File: src/rtl/xsw_pkg.sv
// Shared switch helpers: index-width sizing and one-hot to binary encoding,
// used by both the arbiter side and the response router.
package xsw_pkg;

  localparam int XSW_MAX_N = 32;

  function automatic int xsw_idx_w(input int n);
    return (n > 1) ? $clog2(n) : 1;
  endfunction

  // OR-combine the indices of set bits: exact for one-hot, 0 for all-zero.
  function automatic logic [4:0] xsw_oh2bin(input logic [XSW_MAX_N-1:0] oh);
    logic [4:0] idx;
    idx = '0;
    for (int i = 0; i < XSW_MAX_N; i++) begin
      if (oh[i]) idx = idx | 5'(i);
    end
    return idx;
  endfunction

endpackage

File: src/rtl/xresp_idx_fifo.sv
// In-order tracking FIFO of initiator indices with a registered head output.
module xresp_idx_fifo
  import xsw_pkg::*;
#(
  parameter int DEPTH = 8,
  parameter int W     = 2
) (
  input  logic                         clk,
  input  logic                         rst,
  input  logic                         push,
  input  logic [W-1:0]                 din,
  input  logic                         pop,
  output logic [W-1:0]                 head,
  output logic                         full,
  output logic                         empty,
  output logic [$clog2(DEPTH+1)-1:0]   count
);

  localparam int AW = $clog2(DEPTH);
  localparam int CW = $clog2(DEPTH+1);

  logic [W-1:0]  mem [DEPTH];
  logic [AW-1:0] wr_ptr;
  logic [AW-1:0] rd_ptr;
  logic [AW-1:0] rd_nxt;
  logic          do_push;
  logic          do_pop;

  assign full    = (count == CW'(DEPTH));
  assign empty   = (count == '0);
  assign do_push = push & ~full;
  assign do_pop  = pop & ~empty;
  assign rd_nxt  = do_pop ? rd_ptr + AW'(1) : rd_ptr;

  always_ff @(posedge clk) begin
    if (do_push) mem[wr_ptr] <= din;
  end

  always_ff @(posedge clk) begin
    if (rst) begin
      wr_ptr <= '0;
      rd_ptr <= '0;
      count  <= '0;
      head   <= '0;
    end else begin
      if (do_push) wr_ptr <= wr_ptr + AW'(1);
      rd_ptr <= rd_nxt;
      case ({do_push, do_pop})
        2'b10:   count <= count + CW'(1);
        2'b01:   count <= count - CW'(1);
        default: count <= count;
      endcase
      // A write landing in the slot that becomes the head must bypass mem.
      head <= (do_push && (wr_ptr == rd_nxt)) ? din : mem[rd_nxt];
    end
  end

endmodule

File: src/rtl/xresp_router.sv
// Response-return router: steers target responses to initiators in grant order.
// Optional macro XRSP_ORPHAN_CHK_EN enables the sticky orphan flag and assertions.
module xresp_router
  import xsw_pkg::*;
#(
  parameter int REQ_N = 4,
  parameter int DEPTH = 8,
  parameter int DW    = 32
) (
  input  logic                         clk,
  input  logic                         rst,
  input  logic [REQ_N-1:0]             gnt,
  input  logic                         gnt_fire,
  output logic                         issue_rdy,
  input  logic                         rsp_vld,
  output logic                         rsp_rdy,
  input  logic                         rsp_last,
  input  logic [DW-1:0]                rsp_data,
  output logic [REQ_N-1:0]             ini_rsp_vld,
  input  logic [REQ_N-1:0]             ini_rsp_rdy,
  output logic                         ini_rsp_last,
  output logic [DW-1:0]                ini_rsp_data,
  output logic [$clog2(DEPTH+1)-1:0]   outstanding,
  output logic                         err_orphan
);

  localparam int IW = xsw_idx_w(REQ_N);

  logic [IW-1:0] push_idx;
  logic [IW-1:0] head;
  logic          full;
  logic          empty;
  logic          pop;

  assign push_idx = IW'(xsw_oh2bin(XSW_MAX_N'(gnt)));

  xresp_idx_fifo #(.DEPTH(DEPTH), .W(IW)) u_fifo (
    .clk   (clk),
    .rst   (rst),
    .push  (gnt_fire),
    .din   (push_idx),
    .pop   (pop),
    .head  (head),
    .full  (full),
    .empty (empty),
    .count (outstanding)
  );

  assign issue_rdy = ~full;

  // Valid/ready: a beat transfers on a cycle where rsp_vld & rsp_rdy; valid
  // never depends on ready, and ready is only offered to the head initiator.
  always_comb begin
    ini_rsp_vld = '0;
    rsp_rdy     = 1'b0;
    if (!empty) begin
      ini_rsp_vld[head] = rsp_vld;
      rsp_rdy           = ini_rsp_rdy[head];
    end
  end

  assign pop          = rsp_vld & rsp_rdy & rsp_last;
  assign ini_rsp_last = rsp_last;
  assign ini_rsp_data = rsp_data;

`ifdef XRSP_ORPHAN_CHK_EN
  always_ff @(posedge clk) begin
    if (rst)                  err_orphan <= 1'b0;
    else if (rsp_vld & empty) err_orphan <= 1'b1;
  end

`ifndef SYNTHESIS
  always @(posedge clk) begin
    if (!rst) begin
      a_gnt_onehot0: assert ($onehot0(gnt));
      a_fire_rdy:    assert (!gnt_fire || issue_rdy);
    end
  end
`endif
`else
  assign err_orphan = 1'b0;
`endif

endmodule

File: config.mk
export PLATFORM = sky130hd
export DESIGN_NAME = xresp_router
export DESIGN_NICKNAME = d
export VERILOG_FILES = /design/src/rtl/xsw_pkg.sv /design/src/rtl/xresp_idx_fifo.sv /design/src/rtl/xresp_router.sv
export SDC_FILE = /design/constraint.sdc
export NUM_CORES = 1
export LEC_CHECK = 0
export CORE_MARGIN = 2
export CORE_UTILIZATION = 30
export DETAILED_ROUTE_END_ITERATION = 10
export GPL_ROUTABILITY_DRIVEN = 0
export GPL_TIMING_DRIVEN = 1
export PLACE_DENSITY = 0.64
export SLEW_MARGIN = 10
export SYNTH_ARGS = -nofsm -noshare
export SYNTH_HDL_FRONTEND = slang
export SYNTH_SLANG_ARGS = --single-unit
File: constraint.sdc
create_clock -name clk -period 3.7 [get_ports clk]
set_clock_uncertainty 0.2 [all_clocks]
set_input_delay 0.74 -clock clk [delete_from_list [all_inputs] [get_ports clk]]
set_output_delay 0.74 -clock clk [all_outputs]
set_load 0.1 [all_outputs]
==> results.py <==
metrics = {
    "yosys": {
        "syn_nets": 225,
        "synth_adder_area_share_pct": 3.36,
        "synth_compound_area_share_pct": 5.57,
        "ys_seq_elements": 28,
        "synthSimpleGateAreaFrac_pct": 12.1,
        "postSynthCellCount": 175,
        "synthMuxAreaShare_pct": 17.7,
        "yosysWarnings": 0,
        "synthFlopType": "edfxtp_1",
        "synth_cell_types": 40,
        "async_flop_share_pct": 0,
        "synth_area_um2": 1860,
        "syn_area_per_cell_um2": 10.7,
        "seq_area_frac_synth_pct": 38.7,
        "synth_edf_count": 16,
        "synth_xor_area_share_pct": 6.04,
        "synth_top_family_by_area": "multiplexers",
    },
    "detailed_routing": {
        "wirelength_um": 3330,
        "ant_nets": 0,
        "wl_met2_um": 1580,
        "first_iter_violations": 34,
        "wl_met1_um": 1520,
        "drt-pass1-iter-count": 4,
        "drt-vias-per-instance": 4.78,
        "wl_per_cell_um": 14.1,
        "drc": 0,
        "top_layer": "met4",
        "vias": 1127,
        "dr_wl_met3_um": 157,
    },
    "sta": {
        "fin_crit_sh_pct": 84.6,
        "max_freq_mhz": 320,
        "rsz0062_at_grt": "no",
        "finalMaxSlewViolations": 0,
        "tns_ns": 0,
        "final.min_clock_period_ns": 3.13,
        "worst_pin_slew_ns": 0.961,
        "hold_viol": 0,
        "slew_headroom_pct": 35.7,
        "finalSetupViolations": 0,
    },
    "floorplanning": {
        "rows": 28,
        "ios": 89,
        "coreArea_um2": 5960,
        "die_area_um2": 6860,
        "die_h_um": 82.8,
        "die-width_um": 82.8,
        "initial_core_util_pct": 31.3,
    },
    "job": {
        "max_cap_violations": 0,
    },
    "global_routing": {
        "grt_max_degree": 16,
        "grt_pass1_wl_um": 5490,
        "overflow": 0,
        "grt_usage_pct": 9.79,
        "grt_pass1_vias": 1125,
        "antenna_found_initial": 0,
    },
    "worst_hold_path": {
        "hp-class": "reg2reg",
    },
    "run_status": {
        "outcome": "finished clean",
    },
    "cts": {
        "cts_made_buffers": 3,
        "htree_levels": 1,
        "cts.clk_slew.worst_paths_ns": 0.10,
        "clock_latency_ns": 0.28,
        "cts-root-buf": "clkbuf_8",
        "post-cts-setup-buffers": 0,
        "ctsResizeCount": 0,
        "clockBufferDepth": 2,
        "cts_tree": "built",
        "cts_sinks": 28,
        "cts_hold_buf": 0,
    },
    "setup_path": {
        "r2r_slack_ns": 0.92,
        "arrival_ns": 3.14,
        "cp_max_fo": 7,
        "cp.required_ns": 3.71,
        "endpoint_kind": "register",
        "crit_chain": "clkdlybuf4s50_1, mux4_2, nand3_4, inv_6, ha_1, xor2_1, ha_1, a21oi_1, xor2_1, or3_1, a21oi_1",
        "cp_num_buf_inv": 2,
        "crit_slowest_cell": "mux4_2",
        "slowest_delay_ns": 0.53,
        "path_delay_family": "multiplexers",
        "crit_type": "in2reg",
        "worstSetupStartpointType": "input port",
    },
    "cells_and_area": {
        "fillers": 599,
        "fin_cells": 236,
        "area_growth_pct": 7.18,
        "num_antenna_cells": 0,
        "drive_gt1_share_pct": 18.6,
        "finalNetCount": 212,
    },
    "place": {
        "hpwl_um": 2490,
        "port_buffers": 22,
        "placed_cells": 232,
    },
    "power_and_ir_drop": {
        "p_leak_nw": 0.707,
        "p_per_area_nw_per_um2": 423,
        "ir_drop_v": 0.000200,
    },
}
cell usage in the layout, fill, tap and decap left out, types with 3 or more instances in the layout:
| cell type | Yosys | routed |
|---|---|---|
| nand2_1 | 10 | 9 |
| nor3_1 | 6 | 6 |
| nor2_1 | 12 | 10 |
| inv_1 | 3 | 3 |
| ha_1 | 5 | 5 |
| nor2b_1 | 3 | 3 |
| a21oi_1 | 5 | 5 |
| clkdlybuf4s50_1 | 0 | 12 |
| dfxtp_1 | 12 | 10 |
| xor2_1 | 4 | 4 |
| edfxtp_1 | 16 | 16 |
| xnor2_1 | 4 | 4 |
| buf_12 | 0 | 5 |
| buf_4 | 35 | 6 |
| mux2i_1 | 22 | 22 |
| clkbuf_8 | 0 | 3 |
path summary, 6_finish.rpt:
kind,cells after the start,to,startpoint
worst max-delay path,11,u_fifo.count[2]$_SDFFE_PP0P_,ini_rsp_rdy[3]
worst min-delay path,2,u_fifo.count[3]$_SDFFE_PP0P_,u_fifo.count[3]$_SDFFE_PP0P_
worst max register to register,10,u_fifo.count[2]$_SDFFE_PP0P_,u_fifo.head[0]$_SDFF_PP0_
worst min register to register,2,u_fifo.count[3]$_SDFFE_PP0P_,u_fifo.count[3]$_SDFFE_PP0P_
layout make-up:
| class | count | area (um2) | share of cell area [%] |
|---|---|---|---|
| multi-input combinational | 102 | 851 | 42.6 |
| sequential | 28 | 723 | 36.2 |
| timing repair buffer | 23 | 265 | 13.3 |
| tap | 75 | 93.8 | 4.70 |
| clock buffer | 3 | 41.3 | 2.07 |
| inverter | 4 | 20.0 | 1.00 |
| clock inverter | 1 | 3.75 | 0.188 |
metal layers:
layer / GRT usage, % / vias up
met4: 4.92 / 0
met1: 12.4 / 539
met5: 0 / -
li1: - / 551
met2: 15.6 / 28
met3: 2.19 / 9
worst register-to-register path, cell delays in order, from the launching register on:
cell	delay (ns)
dfxtp_1	0.44
mux4_2	0.59
nand3_4	0.18
inv_6	0.07
ha_1	0.24
xor2_1	0.16
ha_1	0.18
a21oi_1	0.14
xor2_1	0.09
or3_1	0.30
a21oi_1	0.13
cell families (layout without fill, tap and decap cells):
family | count (synthesis) | in the layout
buf+inv | 45 | 31
simple gates | 44 | 44
flops | 28 | 28
mux | 27 | 27
compound gates | 15 | 15
xor+xnor | 10 | 10
fa+ha+maj | 5 | 5
other cells | 1 | 1
stage by stage:
step / hold WS, ns / power [mW] / worst slack [ns] / cell area, um2 / util (%)
after floorplan: 0.322 / 0.762 / 0.00601 / 1880 / -
after global placement: 0.301 / 0.678 / 0.256 / 1950 / 32.8
after detailed placement: 0.310 / 0.680 / 0.251 / 1950 / 32.8
after CTS: 0.327 / 0.849 / 0.540 / 2000 / 33.6
after global routing: 0.390 / 0.882 / 0.379 / 2000 / 33.6
final: 0.329 / 0.845 / 0.570 / 2000 / 33.6
sequential cells by signal, summed over array words and instances, names as in the netlist:
name / count
u_fifo.count: 4
u_fifo.rd_ptr: 3
u_fifo.head: 2
u_fifo.mem: 16
u_fifo.wr_ptr: 3
cell usage after synthesis (all sizes together) (2+ instances only):
cell / number / area share [%]
buf: 37 / 14
mux2i: 22 / 12
edfxtp: 16 / 26
dfxtp: 12 / 13
nor2: 12 / 2.4
nand2: 10 / 2.0
nor3: 6 / 1.6
a21oi: 5 / 1.3
ha: 5 / 3.4
xor2: 5 / 2.8
clkbuf: 4 / 0.81
inv: 4 / 1.1
mux4: 4 / 5.2
xnor2: 4 / 1.9
nor2b: 3 / 1.0
and2: 2 / 0.67
nand2b: 2 / 0.67
o21ai: 2 / 0.54
or2: 2 / 0.67
or3: 2 / 0.67
power breakdown:
group          switching (mW)  total, mW  internal [mW]
registers              0.0292      0.377          0.348
clock network          0.0995      0.174         0.0748
logic                   0.182      0.293          0.111
total                   0.311      0.845          0.534
No activity file was read; power rests on OpenSTA's default activity.
